--- src/rtl/trap_sequencer_if.sv ---
// Pipeline-side handshake between the commit stage and the trap sequencer:
// exception/xRET reports and drain acknowledge in, flush and redirect out.
interface trap_sequencer_if;
   logic        exc_valid;
   logic [8:0]  exc_vec;
   logic        ret;
   logic [31:0] exc_epc;
   logic [31:0] exc_badaddr;
   logic        pipe_drained;
   logic        pipe_clear;
   logic        insert_pc;
   logic [31:0] priv_pc;

   modport master (
      output exc_valid, exc_vec, ret, exc_epc, exc_badaddr, pipe_drained,
      input  pipe_clear, insert_pc, priv_pc
   );

   modport slave (
      input  exc_valid, exc_vec, ret, exc_epc, exc_badaddr, pipe_drained,
      output pipe_clear, insert_pc, priv_pc
   );
endinterface

--- src/rtl/trap_sequencer.sv ---
// Trap/xRET sequencer: latches the winning event, flushes the pipeline, then
// issues a single-cycle redirect with the matching CSR update strobe.
module trap_sequencer #(
   parameter int unsigned DRAIN_TIMEOUT = 16,
   parameter bit          VECTOR_EN     = 1'b1
) (
   input  logic                   CLK,
   input  logic                   nRST,
   trap_sequencer_if.slave        pipe,
   input  logic [2:0]             int_pending,
   input  logic                   int_enable,
   input  logic [31:0]            xtvec,
   input  logic [31:0]            xepc,
   output logic [31:0]            trap_cause,
   output logic [31:0]            trap_epc,
   output logic [31:0]            trap_val,
   output logic                   trap_commit,
   output logic                   ret_commit,
   output logic                   busy,
   output logic                   drain_timeout
);

   typedef enum logic [1:0] {
      IDLE,
      DRAIN,
      REDIRECT
   } state_t;

   localparam logic [4:0] DRAIN_LAST = 5'(DRAIN_TIMEOUT - 1);

   state_t      state;
   logic [4:0]  drain_cnt;
   logic        pend_int;
   logic        pend_ret;

   logic        exc_hit;
   logic        int_hit;
   logic        trig;
   logic [2:0]  int_masked;
   logic [4:0]  exc_code;
   logic [4:0]  int_code;
   logic [31:0] vec_base;
   logic        vec_on;
   logic [31:0] target;

   always_comb begin
      exc_hit    = pipe.exc_valid && (pipe.exc_vec != '0);
      int_masked = int_pending & {3{int_enable}};
      int_hit    = |int_masked;
      trig       = exc_hit || int_hit || pipe.ret;

      // Priority order happens to follow the bit order of exc_vec, MSB first.
      exc_code = 5'd0;
      priority casez (pipe.exc_vec)
         9'b1????????: exc_code = 5'd1;
         9'b01???????: exc_code = 5'd0;
         9'b001??????: exc_code = 5'd2;
         9'b0001?????: exc_code = 5'd3;
         9'b00001????: exc_code = 5'd11;
         9'b000001???: exc_code = 5'd4;
         9'b0000001??: exc_code = 5'd6;
         9'b00000001?: exc_code = 5'd5;
         9'b000000001: exc_code = 5'd7;
         default:      exc_code = 5'd0;
      endcase

      if (int_masked[2])      int_code = 5'd11;
      else if (int_masked[1]) int_code = 5'd3;
      else                    int_code = 5'd7;

      vec_base = {xtvec[31:2], 2'b00};
      vec_on   = VECTOR_EN && (xtvec[1:0] == 2'b01);

      if (pend_ret)
         target = xepc;
      else if (pend_int && vec_on)
         target = vec_base + {25'd0, trap_cause[4:0], 2'b00};
      else
         target = vec_base;
   end

   always_ff @(posedge CLK or negedge nRST) begin
      if (!nRST) begin
         state           <= IDLE;
         drain_cnt       <= '0;
         pend_int        <= 1'b0;
         pend_ret        <= 1'b0;
         trap_cause      <= '0;
         trap_epc        <= '0;
         trap_val        <= '0;
         trap_commit     <= 1'b0;
         ret_commit      <= 1'b0;
         busy            <= 1'b0;
         drain_timeout   <= 1'b0;
         pipe.pipe_clear <= 1'b0;
         pipe.insert_pc  <= 1'b0;
         pipe.priv_pc    <= '0;
      end else begin
         pipe.insert_pc <= 1'b0;
         trap_commit    <= 1'b0;
         ret_commit     <= 1'b0;

         unique case (state)
            IDLE: begin
               if (trig) begin
                  state           <= DRAIN;
                  drain_cnt       <= '0;
                  busy            <= 1'b1;
                  pipe.pipe_clear <= 1'b1;
                  trap_epc        <= pipe.exc_epc;
                  if (exc_hit) begin
                     trap_cause <= {1'b0, 26'd0, exc_code};
                     trap_val   <= pipe.exc_badaddr;
                     pend_int   <= 1'b0;
                     pend_ret   <= 1'b0;
                  end else if (int_hit) begin
                     trap_cause <= {1'b1, 26'd0, int_code};
                     trap_val   <= '0;
                     pend_int   <= 1'b1;
                     pend_ret   <= 1'b0;
                  end else begin
                     pend_int   <= 1'b0;
                     pend_ret   <= 1'b1;
                  end
               end
            end

            DRAIN: begin
               // A drain acknowledge on the final counted cycle is not a timeout.
               if (pipe.pipe_drained || (drain_cnt == DRAIN_LAST)) begin
                  if (!pipe.pipe_drained)
                     drain_timeout <= 1'b1;
                  state          <= REDIRECT;
                  pipe.insert_pc <= 1'b1;
                  pipe.priv_pc   <= target;
                  trap_commit    <= !pend_ret;
                  ret_commit     <= pend_ret;
               end else begin
                  drain_cnt <= drain_cnt + 5'd1;
               end
            end

            REDIRECT: begin
               state           <= IDLE;
               busy            <= 1'b0;
               pipe.pipe_clear <= 1'b0;
            end

            default: begin
               state           <= IDLE;
               busy            <= 1'b0;
               pipe.pipe_clear <= 1'b0;
            end
         endcase
      end
   end

endmodule

--- src/flat_wrapper.sv ---
// flat-port wrapper written by rule: the top's interface ports become plain ports
module trap_sequencer_flat 
#(
   parameter int unsigned DRAIN_TIMEOUT = 16,
   parameter bit          VECTOR_EN     = 1'b1
)
  (CLK, nRST, int_pending, int_enable, xtvec, xepc, trap_cause, trap_epc, trap_val, trap_commit, ret_commit, busy, drain_timeout, pipe_exc_valid, pipe_exc_vec, pipe_ret, pipe_exc_epc, pipe_exc_badaddr, pipe_pipe_drained, pipe_pipe_clear, pipe_insert_pc, pipe_priv_pc);
  trap_sequencer_if pipe_i ();
  input  logic CLK;
  input  logic nRST;
  input  logic [2:0] int_pending;
  input  logic int_enable;
  input  logic [31:0] xtvec;
  input  logic [31:0] xepc;
  output logic [31:0] trap_cause;
  output logic [31:0] trap_epc;
  output logic [31:0] trap_val;
  output logic trap_commit;
  output logic ret_commit;
  output logic busy;
  output logic drain_timeout;
  input wire logic [$bits(pipe_i.exc_valid)-1:0] pipe_exc_valid;
  input wire logic [$bits(pipe_i.exc_vec)-1:0] pipe_exc_vec;
  input wire logic [$bits(pipe_i.ret)-1:0] pipe_ret;
  input wire logic [$bits(pipe_i.exc_epc)-1:0] pipe_exc_epc;
  input wire logic [$bits(pipe_i.exc_badaddr)-1:0] pipe_exc_badaddr;
  input wire logic [$bits(pipe_i.pipe_drained)-1:0] pipe_pipe_drained;
  output wire logic [$bits(pipe_i.pipe_clear)-1:0] pipe_pipe_clear;
  output wire logic [$bits(pipe_i.insert_pc)-1:0] pipe_insert_pc;
  output wire logic [$bits(pipe_i.priv_pc)-1:0] pipe_priv_pc;
  assign pipe_i.exc_valid = pipe_exc_valid;
  assign pipe_i.exc_vec = pipe_exc_vec;
  assign pipe_i.ret = pipe_ret;
  assign pipe_i.exc_epc = pipe_exc_epc;
  assign pipe_i.exc_badaddr = pipe_exc_badaddr;
  assign pipe_i.pipe_drained = pipe_pipe_drained;
  assign pipe_pipe_clear = pipe_i.pipe_clear;
  assign pipe_insert_pc = pipe_i.insert_pc;
  assign pipe_priv_pc = pipe_i.priv_pc;
  trap_sequencer #(.DRAIN_TIMEOUT(DRAIN_TIMEOUT), .VECTOR_EN(VECTOR_EN)) u_core (.CLK(CLK), .nRST(nRST), .pipe(pipe_i), .int_pending(int_pending), .int_enable(int_enable), .xtvec(xtvec), .xepc(xepc), .trap_cause(trap_cause), .trap_epc(trap_epc), .trap_val(trap_val), .trap_commit(trap_commit), .ret_commit(ret_commit), .busy(busy), .drain_timeout(drain_timeout));
endmodule
--- config.mk ---
export PLATFORM = sky130hd
export DESIGN_NAME = trap_sequencer_flat
export DESIGN_NICKNAME = d
export VERILOG_FILES = /design/src/rtl/trap_sequencer_if.sv /design/src/rtl/trap_sequencer.sv /design/src/flat_wrapper.sv
export SDC_FILE = /design/constraint.sdc
export NUM_CORES = 1
export LEC_CHECK = 0
export BUFFER_PORTS_ARGS = -buffer_cell sky130_fd_sc_hd__buf_2
export CAP_MARGIN = 20
export CORE_ASPECT_RATIO = 0.8
export CORE_MARGIN = 8
export CORE_UTILIZATION = 50
export CTS_CLUSTER_SIZE = 20
export DETAILED_ROUTE_END_ITERATION = 8
export PLACE_DENSITY = 0.85
export SYNTH_ARGS = -nofsm -noshare
export SYNTH_HDL_FRONTEND = slang
export SYNTH_SLANG_ARGS = --single-unit
--- constraint.sdc ---
create_clock -name CLK -period 4.76 [get_ports CLK]
set_input_delay 0.952 -clock CLK [delete_from_list [all_inputs] [get_ports CLK]]
set_output_delay 0.952 -clock CLK [all_outputs]
set_load 0.01 [all_outputs]
==> summary.md <==
| Metric | Value |
|---|---|
| Initial Utilization | 0.510 |
| Post-synth EDFFs | 0 |
| Worst Tran Pin Value | ~1.0 ns |
| WS Path Type | reg -> reg |
| Antenna viol nets, final | 0 |
| Post-CTS Repair Setup Buffers | 0 |
| Post-Syn Instances | ~590 |
| Synth Area per Inst | roughly 10 um2 |
| NetSw | about 1.9 mW |
| Pint | between 3 and 4 mW |
| Number of global-route vias before repair | 5192 |
| Largest net degree at the start of global routing | just under 70 |
| Flop2flop setup slack | 2.13 ns |
| GP Congestion | ~0.92 |
| CTS H-tree depth | 4 |
| Drt pass-1 iters | 4 |
| DRC viols | 0 |
| Setup_tns | 0 ns |
| CTS Sinks | 115 |
| Setup Viol. Count Final | 0 |
| Final-report hold violation count | 0 |
| FF+latch count, synth | about 120 |
| RSZ-0062 raised after global routing | no |
| # hold bufs at CTS | 0 |
| Ant diodes | 0 |
| Worst Setup Start Kind | register |
| Max-slew violation count | 0 |
| CP endpoint kind | register |
| Final period demand of the worst path | 2.63 ns |
| VDD IR-drop max | 0.321 mV |
| Routed wire per std cell | ~18 um |
| Fmax | 380 MHz |
| Max Cap Violations | 0 |
| Reg-to-reg endpoint | u_core.pipe.priv_pc[24] |
| Via count | about 5000 |
| Synthesis Warnings | 0 |
| Hold WC Path Type | reg -> reg |
| Die width | 137 um |
| Port buffer count | around 250 |
| Yosys cell types | 55 |
| CTS tree | yes |
| Crit path max fanout | 30 |
| Rows | 35 |
| Hold depth | 2 |
| Switching share of total power | 0.370 |
| Power share of the clock group | 0.269 |
| Part of the cycle the worst path needs | 0.553 |
| Post-Syn Area | 5850 um2 |
| Gate power share | 0.393 |
| Via density | 5.17 |
| Root Driver | clkbuf_16 |
| Wirelength, routed | roughly 18000 um |
| Hold Crit Endpoint | u_core.pipe.priv_pc[1] |
| Leak pwr | about 3.9 nW |
| Initial drt markers | between 300 and 400 |
| Dpl hpwl | 13200 um |
| Global-route wire length before repair | about 27000 um |
| Total GRT Usage | 0.224 |
| Post-CTS sizing | 0 |
| Seq/Total Area, Yosys | 0.492 |
| Power per Cell Area | ~650 nW/um2 |
| Share of cells above drive strength 1 | 0.391 |
| Status | finished, final reports clean |
| Initial antenna violation count | 0 |
| Clk Latency, worst-skew pair | slightly above 0.4 ns |
| Post-DP Area | approximately 7100 um2 |
| Slew margin rel. | 0.328 |
| Grt ovf | 0 |
| Fill cells | about 960 |
| Cts bufs inserted | 17 |
| Synth async-reset ratio | 1.00 |
| Worst path required time | roughly 5 ns |
| Die H | between 100 and 150 um |
| Part of the power in registers | 0.338 |
| Post-synth top flop | dfrtp_1 |
| Final Cell Area | slightly below 8000 um2 |
| Area growth from synthesis to layout | 32.1% |
| Worst R2R Path Depth | 9 |
| Clk pin slew, worst setup/hold paths | 0.05 ns |
| I/O Pins | 280 |
| Clock Skews | approximately 0.019 ns |
| Worst reg2reg startpoint | u_core.drain_cnt[0] |
| Core area | ~11000 um2 |
| CTS Buffer Depth | 2 |
| Fin nets | 987 |
| Hold Startpoint | u_core.pipe.priv_pc[1] |
| Die area | roughly 15000 um2 |
| Crit path DAT | roughly 2.9 ns |
critical path, stage by stage, from the launching register on:
cell and delay (ns):
dfrtp_1 0.41, ha_1 0.24, and3_1 0.19, ha_1 0.20
or2_2 0.32, nand2_1 0.08, inv_1 0.41, and3_1 0.38
mux2i_1 0.17, nand3_1 0.09
registers in the layout (all words and copies together) (netlist names):
name and cells:
u_core.state 2, u_core.pend_ret 1, u_core.trap_val 32, u_core.trap_commit 1, u_core.pend_int 1, u_core.pipe.insert_pc 1, u_core.ret_commit 1, u_core.drain_timeout 1
u_core.busy 1, u_core.pipe.priv_pc 32, u_core.trap_epc 32, u_core.drain_cnt 5, u_core.trap_cause 5
power by group through the flow:
stage               Combinational (mW)  Sequential (mW)  Clock (mW)
global route                      2.15             1.76        1.42
finish                            1.98             1.70        1.35
CTS                               2.00             1.70        1.38
detailed placement                1.99             1.70           0
global placement                  1.94             1.68           0
floorplan                         1.02             1.89           0
synthesized netlist by cell type (6+ instances only):
cell,instances,share of area
nand2_1,91,0.058
inv_1,12,0.0077
nand3_1,24,0.021
o21ai_1,19,0.016
buf_4,31,0.040
nand4_1,16,0.017
dfrtp_1,115,0.49
mux2_1,6,0.012
o22ai_1,14,0.015
xor2_1,22,0.033
mux2_4,26,0.067
ha_1,6,0.013
clkbuf_1,18,0.012
a21oi_1,39,0.033
o21ai_0,32,0.027
buf_2,6,0.0051
nor2_1,34,0.022
and3_1,16,0.017
cell families (layout without fill, tap and decap cells):
| logic type | Yosys count | count (layout) | synth area share |
|---|---|---|---|
| adders and majority gates | 7 | 7 | 0.0163 |
| DFF | 115 | 115 | 0.492 |
| muxes | 35 | 35 | 0.0834 |
| AOI/OAI and AO/OA | 124 | 124 | 0.121 |
| xor gates and xnor gates | 25 | 25 | 0.0374 |
| buffers and inverters | 71 | 304 | 0.0706 |
| other | 1 | 27 | 0.000641 |
| and+or+nand+nor | 210 | 210 | 0.179 |
routing by layer:
layer  vias to the layer above  share of wire  track usage
met3                        22          0.077       0.0638
li1                       2481              -            -
met5                         -              0            0
met4                         0          0.015       0.0737
met2                       197           0.50        0.366
met1                      2443           0.41        0.280
placed cells by master (no fill, tap or decap), types with 14 or more instances in the layout:
master and n:
dfrtp_1 115, o21ai_1 19, buf_2 251, nand4_1 16, nand3_1 24, nor2_1 34
o21ai_0 32, o22ai_1 14, and3_1 16, conb_1 27, nand2_1 91, a21oi_1 39
mux2_4 26, xor2_1 22, clkbuf_16 17
how the worst max path moves through the flow:
stage                        startpoint  slack, ns                 endpoint
finish              u_core.drain_cnt[0]       2.13  u_core.pipe.priv_pc[24]
global route        u_core.drain_cnt[0]       2.02  u_core.pipe.priv_pc[24]
CTS                 u_core.drain_cnt[0]       2.18  u_core.pipe.priv_pc[24]
detailed placement             xtvec[5]       1.86  u_core.pipe.priv_pc[27]
global placement               xtvec[2]       1.94  u_core.pipe.priv_pc[30]
floorplan                      xtvec[2]       2.16  u_core.pipe.priv_pc[24]
cell type report:
cell class                      count  area (um2)  share of cell area
Sequential cell                   115        2880               0.372
Clock inverter                     15         204              0.0264
Multi-Input combinational cell    428        2670               0.345
Timing Repair Buffer              260        1320               0.171
Tap cell                          148         185              0.0240
Clock buffer                       17         425              0.0550
Inverter                           12        45.0             0.00583
metrics by stage:
| step | hold slack, ns | total power [mW] | std cells | util | setup slack (ns) |
|---|---|---|---|---|---|
| finish | 0.472 | 5.03 | 995 | 0.674 | 2.13 |
| global placement | 0.446 | 3.62 | 963 | 0.619 | 1.94 |
| detailed placement | 0.467 | 3.70 | 963 | 0.619 | 1.86 |
| CTS | 0.479 | 5.08 | 995 | 0.674 | 2.18 |
| floorplan | 0.478 | 2.91 | 614 | - | 2.16 |
| global route | 0.494 | 5.33 | 995 | 0.674 | 2.02 |
No activity file was read; power rests on OpenSTA's default activity.
